<file path="src/rtl/alu_regfile_datapath_pkg.sv">
// Shared widths, opcode constants, ALU control encodings and PSR bit positions
// for the execute datapath (register file + ALU).
package alu_regfile_datapath_pkg;

    localparam int unsigned WIDTH = 16;
    localparam int unsigned NREGS = 16;
    localparam int unsigned AW    = $clog2(NREGS);
    localparam int unsigned OPW   = 4;
    localparam int unsigned PSRW  = 6;

    // PSR bit indices: {rsvd,N,Z,L,F,C}
    localparam int unsigned PSR_C    = 0;
    localparam int unsigned PSR_F    = 1;
    localparam int unsigned PSR_L    = 2;
    localparam int unsigned PSR_Z    = 3;
    localparam int unsigned PSR_N    = 4;
    localparam int unsigned PSR_RSVD = 5;

    // Opcode field [15:12] and extension [7:4] encodings
    localparam logic [OPW-1:0] OP_EXT  = 4'b0000;
    localparam logic [OPW-1:0] OP_AND  = 4'b0001;
    localparam logic [OPW-1:0] OP_OR   = 4'b0010;
    localparam logic [OPW-1:0] OP_XOR  = 4'b0011;
    localparam logic [OPW-1:0] OP_LSH  = 4'b0100;
    localparam logic [OPW-1:0] OP_ADD  = 4'b0101;
    localparam logic [OPW-1:0] OP_LSHI = 4'b1000;
    localparam logic [OPW-1:0] OP_SUB  = 4'b1001;
    localparam logic [OPW-1:0] OP_CMP  = 4'b1011;
    localparam logic [OPW-1:0] OP_MOV  = 4'b1101;

    typedef enum logic [3:0] {
        ALU_NOP = 4'd0,
        ALU_AND = 4'd1,
        ALU_OR  = 4'd2,
        ALU_XOR = 4'd3,
        ALU_ADD = 4'd4,
        ALU_SUB = 4'd5,
        ALU_CMP = 4'd6,
        ALU_MOV = 4'd7,
        ALU_LSH = 4'd8
    } alucont_t;

    // Register-format ops live in opext when the main opcode is zero;
    // the shift-immediate group reuses the LSH extension code.
    function automatic alucont_t decode_op(input logic [OPW-1:0] aluop,
                                           input logic [OPW-1:0] opext);
        logic [OPW-1:0] code;
        alucont_t       ctl;
        code = (aluop == OP_EXT) ? opext : aluop;
        ctl  = ALU_NOP;
        if (aluop == OP_LSHI && opext == OP_LSH) begin
            ctl = ALU_LSH;
        end else begin
            case (code)
                OP_AND:  ctl = ALU_AND;
                OP_OR:   ctl = ALU_OR;
                OP_XOR:  ctl = ALU_XOR;
                OP_ADD:  ctl = ALU_ADD;
                OP_SUB:  ctl = ALU_SUB;
                OP_CMP:  ctl = ALU_CMP;
                OP_MOV:  ctl = ALU_MOV;
                OP_LSH:  ctl = ALU_LSH;
                default: ctl = ALU_NOP;
            endcase
        end
        return ctl;
    endfunction

endpackage

</file>
<file path="src/rtl/alu_regfile_datapath_if.sv">
// Datapath bus: register-file write/read controls, opcode fields, and the
// operand/result/flag outputs returned to the CPU.
interface alu_regfile_datapath_if;
    import alu_regfile_datapath_pkg::*;

    logic              regwrite;
    logic [AW-1:0]     ra1;
    logic [AW-1:0]     ra2;
    logic [AW-1:0]     wa;
    logic [WIDTH-1:0]  wd;
    logic [OPW-1:0]    aluop;
    logic [OPW-1:0]    opext;
    logic [WIDTH-1:0]  rd1;
    logic [WIDTH-1:0]  rd2;
    logic [WIDTH-1:0]  result;
    logic [PSRW-1:0]   psr;

    // Controller side
    modport master (
        output regwrite, ra1, ra2, wa, wd, aluop, opext,
        input  rd1, rd2, result, psr
    );

    // Datapath side
    modport slave (
        input  regwrite, ra1, ra2, wa, wd, aluop, opext,
        output rd1, rd2, result, psr
    );

endinterface

</file>
<file path="src/rtl/alu_regfile_datapath_regfile.sv">
// 16x16 register file: two combinational read ports, one synchronous write
// port, synchronous reset clears every register (reset wins over write).
module regfile_16x16
    import alu_regfile_datapath_pkg::*;
(
    input  logic             clk,
    input  logic             reset,
    input  logic             regwrite,
    input  logic [AW-1:0]    ra1,
    input  logic [AW-1:0]    ra2,
    input  logic [AW-1:0]    wa,
    input  logic [WIDTH-1:0] wd,
    output logic [WIDTH-1:0] rd1,
    output logic [WIDTH-1:0] rd2
);

    logic [WIDTH-1:0] regs [NREGS];

    always_ff @(posedge clk) begin
        if (reset) begin
            for (int i = 0; i < int'(NREGS); i++) begin
                regs[i] <= '0;
            end
        end else if (regwrite) begin
            regs[wa] <= wd;
        end
    end

    // Reads see the pre-edge contents during a same-cycle write
    assign rd1 = regs[ra1];
    assign rd2 = regs[ra2];

endmodule

</file>
<file path="src/rtl/alu_regfile_datapath.sv">
// Execute datapath core: register file, opcode decode and a zero-latency
// 16-bit ALU producing the result and PSR flags.
module alu_regfile_datapath
    import alu_regfile_datapath_pkg::*;
(
    input  logic                 clk,
    input  logic                 reset,
    alu_regfile_datapath_if.slave bus
);

    logic [WIDTH-1:0] a;
    logic [WIDTH-1:0] b;
    alucont_t         alucont;

    logic [WIDTH:0]   sum;
    logic [WIDTH:0]   diff;
    logic [AW-1:0]    rshamt;
    logic [WIDTH-1:0] res_c;
    logic [PSRW-1:0]  psr_c;

    regfile_16x16 u_regfile (
        .clk      (clk),
        .reset    (reset),
        .regwrite (bus.regwrite),
        .ra1      (bus.ra1),
        .ra2      (bus.ra2),
        .wa       (bus.wa),
        .wd       (bus.wd),
        .rd1      (a),
        .rd2      (b)
    );

    assign alucont = decode_op(bus.aluop, bus.opext);

    // Shared adders; diff[WIDTH] is the unsigned borrow of B-A
    assign sum    = {1'b0, b} + {1'b0, a};
    assign diff   = {1'b0, b} - {1'b0, a};
    assign rshamt = AW'(4'd0 - a[AW-1:0]);

    always_comb begin
        res_c = b;
        psr_c = '0;
        case (alucont)
            ALU_AND: res_c = b & a;
            ALU_OR:  res_c = b | a;
            ALU_XOR: res_c = b ^ a;
            ALU_MOV: res_c = a;
            ALU_LSH: res_c = a[WIDTH-1] ? (b >> rshamt) : (b << a[AW-1:0]);
            ALU_ADD: begin
                res_c        = sum[WIDTH-1:0];
                psr_c[PSR_C] = sum[WIDTH];
                psr_c[PSR_F] = (a[WIDTH-1] == b[WIDTH-1]) &&
                               (sum[WIDTH-1] != a[WIDTH-1]);
            end
            ALU_SUB, ALU_CMP: begin
                res_c        = diff[WIDTH-1:0];
                psr_c[PSR_C] = diff[WIDTH];
                psr_c[PSR_F] = (a[WIDTH-1] != b[WIDTH-1]) &&
                               (diff[WIDTH-1] != b[WIDTH-1]);
                psr_c[PSR_L] = (b < a);
                psr_c[PSR_N] = ($signed(b) < $signed(a));
                psr_c[PSR_Z] = (a == b);
            end
            default: res_c = b;
        endcase
    end

    assign bus.rd1    = a;
    assign bus.rd2    = b;
    assign bus.result = res_c;
    assign bus.psr    = psr_c;

endmodule

</file>
<file path="src/flat_wrapper.sv">
// flat-port wrapper written by rule: the top's interface ports become plain ports
module alu_regfile_datapath_flat import alu_regfile_datapath_pkg::*;
  (clk, reset, bus_regwrite, bus_ra1, bus_ra2, bus_wa, bus_wd, bus_aluop, bus_opext, bus_rd1, bus_rd2, bus_result, bus_psr);
  alu_regfile_datapath_if bus_i ();
  input  logic clk;
  input  logic reset;
  input wire logic [$bits(bus_i.regwrite)-1:0] bus_regwrite;
  input wire logic [$bits(bus_i.ra1)-1:0] bus_ra1;
  input wire logic [$bits(bus_i.ra2)-1:0] bus_ra2;
  input wire logic [$bits(bus_i.wa)-1:0] bus_wa;
  input wire logic [$bits(bus_i.wd)-1:0] bus_wd;
  input wire logic [$bits(bus_i.aluop)-1:0] bus_aluop;
  input wire logic [$bits(bus_i.opext)-1:0] bus_opext;
  output wire logic [$bits(bus_i.rd1)-1:0] bus_rd1;
  output wire logic [$bits(bus_i.rd2)-1:0] bus_rd2;
  output wire logic [$bits(bus_i.result)-1:0] bus_result;
  output wire logic [$bits(bus_i.psr)-1:0] bus_psr;
  assign bus_i.regwrite = bus_regwrite;
  assign bus_i.ra1 = bus_ra1;
  assign bus_i.ra2 = bus_ra2;
  assign bus_i.wa = bus_wa;
  assign bus_i.wd = bus_wd;
  assign bus_i.aluop = bus_aluop;
  assign bus_i.opext = bus_opext;
  assign bus_rd1 = bus_i.rd1;
  assign bus_rd2 = bus_i.rd2;
  assign bus_result = bus_i.result;
  assign bus_psr = bus_i.psr;
  alu_regfile_datapath u_core (.clk(clk), .reset(reset), .bus(bus_i));
endmodule
</file>
<file path="config.mk">
export PLATFORM = sky130hd
export DESIGN_NAME = alu_regfile_datapath_flat
export DESIGN_NICKNAME = d
export VERILOG_FILES = /design/src/rtl/alu_regfile_datapath_pkg.sv /design/src/rtl/alu_regfile_datapath_if.sv /design/src/rtl/alu_regfile_datapath_regfile.sv /design/src/rtl/alu_regfile_datapath.sv /design/src/flat_wrapper.sv
export SDC_FILE = /design/constraint.sdc
export NUM_CORES = 1
export LEC_CHECK = 0
export ABC_CLOCK_PERIOD_IN_PS = 8600
export CAP_MARGIN = 0
export CORE_MARGIN = 4
export CORE_UTILIZATION = 45
export CTS_CLUSTER_DIAMETER = 50
export DETAILED_ROUTE_END_ITERATION = 12
export PLACE_DENSITY = 0.6
export SYNTH_ARGS = -nofsm -noshare
export SYNTH_HDL_FRONTEND = slang
export SYNTH_SLANG_ARGS = --single-unit
</file>
<file path="constraint.sdc">
create_clock -name clk -period 8.6 [get_ports clk]
set_clock_uncertainty 0.2 [all_clocks]
set_input_delay 1.72 -clock clk [delete_from_list [all_inputs] [get_ports clk]]
set_output_delay 1.72 -clock clk [all_outputs]
set_load 0.01 [all_outputs]
</file>
==> results.md <==
- The congestion estimate from routability-driven global placement came to 0.9433.
- The dominant cell by count in the synthesized netlist is sky130_fd_sc_hd__and2_1.
- During I/O placement, the number of pins put on the boundary was just over 90.
- Dividing the detail-routed wire length by the instance count gives between 20 and 30 microns.
- The overall die height is approximately 210 microns.
- Dividing total power by cell area gives a power density of around 190 nW/um^2.
- The residual antenna-violating net count after detailed routing is 0.
- Global routing consumed, over all layers together, 28.60% of the routing resources.
- STA classifies the critical path endpoint as a primary output.
- The register with the most flip-flops in the layout has 256 of them.
- The power share of the clock group is between 20% and 30%.
- After clock tree synthesis, the clock-pin slew on the worst setup and hold paths is approximately 0.06 ns.
- Once placement finished, the instance area stood at between 15000 and 20000 sq um.
- The sort of element at the start of the critical path is an input port.
- In the global route stage, met3 resource usage came out at under 10%.
- At the pin with the least slew margin, the transition time is 0.9910 ns.
- The proportion of power drawn by combinational gates is 33.8%.
- After technology mapping, the gate count stands at ~1500.
- The first global-routing pass estimated 89.99 mm of wire.
- The run finished with clean final reports.
- The largest total area in the synthesized netlist belongs to sky130_fd_sc_hd__edfxtp_1.
- In this run the horizontal extent of the chip is 206.7 microns.
- The mean instance size in the synthesized netlist is about 12 sq um.
- The sum of buffers and inverters on the critical path is 6.
- The final critical path takes up 97.90% of the cycle.
- The pre-antenna-repair detailed-routing pass consisted of 5 iterations.
- The aggregate global routing overflow is 0.
- The cell area after synthesis is between 15000 and 20000 sq um.
- Global routing used 35.56% of the available met1 tracks.
- From synthesis to final layout, the design area changed by 15.51%.
- The largest stage delay on the critical path is 0.55 ns.
- The core region is ~39000 sq um.
- The number of distinct library cells after synthesis is 84.
- The max capacitance violation total is 0.
- The synthesized design contains 256 register bits.
- The largest net degree at the start of global routing is 30.
- Global routing consumed, on the met2 layer, roughly half of the routing resources.
- Counting instances in the post-synthesis netlist gives the leading cell types as 263 x sky130_fd_sc_hd__and2_1, 256 x sky130_fd_sc_hd__edfxtp_1, 134 x sky130_fd_sc_hd__mux4_2, 84 x sky130_fd_sc_hd__nor2_1, 76 x sky130_fd_sc_hd__clkbuf_1.
- The total number of H-tree levels is 1.
- The average via count per standard cell is about 6.3.
- The count of nets after finishing is approximately 1700.
- Post-CTS timing repair inserted 0 buffers for setup.
- The worst hold slack across all endpoints is ~2.0 ns.
- The initial antenna violation count is 2.
- In this run the worst path has a maximum fanout of 12.
- The number of instances on the worst hold path is 2.
- After routing the design area is 20530 sq um.
- The Yosys warning count is 0.
- After synthesis, the cell types taking the most area are sky130_fd_sc_hd__edfxtp_1 43%, sky130_fd_sc_hd__mux4_2 17%, sky130_fd_sc_hd__and2_1 9.3%.
- The via count of the first global-routing pass is 13720.
- In this run the most used layer during global routing was met2.
- The start point of the worst hold path is bus_wd[0].
- For this run, the leading register cell type out of synthesis is sky130_fd_sc_hd__edfxtp_1.
- Among all stages on the critical path, the largest delay is contributed by sky130_fd_sc_hd__mux4_2.
- Summing internal, switching and leakage power gives ~3.9 mW.
- For this run, the top clock speed supported by timing is roughly 0.12 GHz.
- The remaining design rule violation count is 0.
- The power share of the sequential group is between 30% and 40%.
- Counting along the longest clock path gives a buffer depth of 3.
- The internal power of the cells totals 2.607 mW.
- Of the synthesized area, sequential elements account for between 40% and 50%.
- The total count of hold-check failures in the final report is 0.
- Hold repair after CTS inserted 0 buffers.
- The analysis attributes to net switching a power of roughly 1.3 mW.
- The number of pins exceeding their max-slew limit in the final report is 0.
- The routed layout has between 10000 and 15000 vias.
- The final setup violation count is 0.
- Detailed placement ended at an HPWL of 42.24 mm.
- TritonCTS built the clock tree.
- The clock drives around 260 sinks.
- The worst path in the final design needs a cycle of between 8 and 9 ns, including I/O delays and setup.
- Among the stages of the critical path, the cell type that occurs most often is sky130_fd_sc_hd__buf_4.
- In this run the clock root is driven by a sky130_fd_sc_hd__clkbuf_16.
- Summed over all cells, the static leakage comes to between 7 and 8 nW.
- At the worst endpoint, the required time is 6.68 ns.
- Gates resized during post-CTS repair numbered 0.
- The die outline area is 42730 sq um.
- The initial utilization of the core area, before any placement, comes to between 40% and 50%.
- Among cell families on the critical path, the largest total delay comes from compound AO/OA/AOI/OAI gates.
- After the first detailed-routing iteration, the DRC count stood at ~1200.
- During placement, the flow inserted port buffers numbering 91.
- The setup TNS after final layout is 0 ns.
- In the final layout, the registers with the most flip-flops are u_core.u_regfile.regs (256).
- The fraction of power spent switching nets is between 30% and 40%.
- The area fraction of the dominant cell type after synthesis is between 40% and 50%.
- When the netlist entered floorplanning its net count stood at roughly 1600.
- The number of CTS-inserted buffers is 26.
- Walking the worst path, the cells encountered are buf_4 > buf_4 > mux4_2 > mux4_2 > inv_1 > ha_1 > buf_4 > a221o_1 > o21bai_1 > a21boi_0 > or2_2 > a2111oi_0 > o32ai_1 > a31oi_1 > buf_4 > a41o_1 > clkdlybuf4s50_1.
- In the final layout, the share of cells above drive strength 1 is between 20 and 25%.
- The number of enable flip-flop cells after synthesis is 256.
- The number of rows in the core area is about 70.
- Setup repair after global routing left no endpoint under its margin.
- The share of async-settable or async-resettable flops after synthesis is 0%.
- The path type of the worst setup path is input port to primary output.
- The worst slew margin relative to its limit is about 32%.
- For hold timing, the worst endpoint is u_core.u_regfile.regs[13][0].
- Across the VDD grid, the largest voltage drop is ~0.15 mV.
- For this block, the routed nets add up to around 61 mm of wire.
- The data arrival time at the worst-slack endpoint is 6.50 ns.
- The path class of the tightest hold or removal check is input port to flop.
- The antenna diode instance count is 0.
- Ranked by flip-flop count, first place goes to u_core.u_regfile.regs.
layer usage:
layer | wire [microns] | part of all wire (%) | vias up
li1 | - | - | 5891
met1 | 22920 | 37 | 6823
met2 | 31080 | 51 | 694
met3 | 4385 | 7.1 | 158
met4 | 3017 | 4.9 | 2
met5 | 13 | 0.021 | -
per-stage QoR:
step / instances / setup slack (ns) / util [%]
6_report: 2139 / 0.1810 / 52.87
5_1_grt: 2139 / 0.005018 / 52.87
4_1_cts: 2139 / 0.05770 / 52.85
3_5_place_dp: 2091 / 0.05029 / 50.76
3_3_place_gp: 2091 / 0.1324 / 50.76
2_1_floorplan: 1483 / 0.3215 / -
placed cells by master, fill, tap and decap left out, types with 27 or more instances in the layout:
master                            instances
sky130_fd_sc_hd__inv_1                   43
sky130_fd_sc_hd__a21oi_1                 47
sky130_fd_sc_hd__and2_1                 263
sky130_fd_sc_hd__mux4_2                 134
sky130_fd_sc_hd__edfxtp_1               256
sky130_fd_sc_hd__nand2_1                 67
sky130_fd_sc_hd__ha_1                    50
sky130_fd_sc_hd__mux2i_1                 55
sky130_fd_sc_hd__clkdlybuf4s50_1         87
sky130_fd_sc_hd__nor2_1                  84
sky130_fd_sc_hd__buf_4                  109
sky130_fd_sc_hd__o21ai_0                 37
sky130_fd_sc_hd__clkbuf_16               27
power groups by stage:
| stage | combinational [mW] | clock, mW | sequential (mW) |
|---|---|---|---|
| after global routing | 1.40 | 1.14 | 1.49 |
| after floorplan | 0.790 | 0 | 1.49 |
| final | 1.31 | 1.09 | 1.48 |
| after global placement | 1.29 | 0 | 1.50 |
| after CTS | 1.29 | 1.10 | 1.48 |
| after detailed placement | 1.29 | 0 | 1.51 |
area by class of cell:
cell class | instances | area [sq um]
flip-flops and latches | 256 | 7687
multi-input cells | 1065 | 9389
well taps | 518 | 648.1
fillers | 3315 | 18300
clock inverters | 17 | 118.9
clock buffers | 31 | 690.7
repair buffers | 204 | 1810
inverters | 48 | 182.7
cell families (layout without fill, tap and decap cells):
logic type | after synthesis | after routing | synth area share, %
and+or+nand+nor | 537 | 537 | 16.64
muxes | 200 | 200 | 20.86
other | 1 | 1 | 0.02110
xor gates and xnor gates | 9 | 9 | 0.4859
buffers and inverters | 162 | 300 | 4.175
DFF | 256 | 256 | 43.26
adders and majority gates | 52 | 52 | 3.746
AOI/OAI and AO/OA | 266 | 266 | 10.81
worst max path at each step:
stage	start	end	cells past startpoint	slack (ns)
after global placement	bus_ra2[0]	bus_result[12]	20	0.13
after CTS	bus_ra2[0]	bus_result[12]	20	0.06
after floorplan	bus_ra1[0]	bus_result[15]	19	0.32
final	bus_ra1[0]	bus_result[13]	17	0.18
after global routing	bus_ra1[0]	bus_result[9]	16	0.005
after detailed placement	bus_ra2[0]	bus_result[12]	20	0.05
Note: power is estimated with default switching activity, not from simulation.
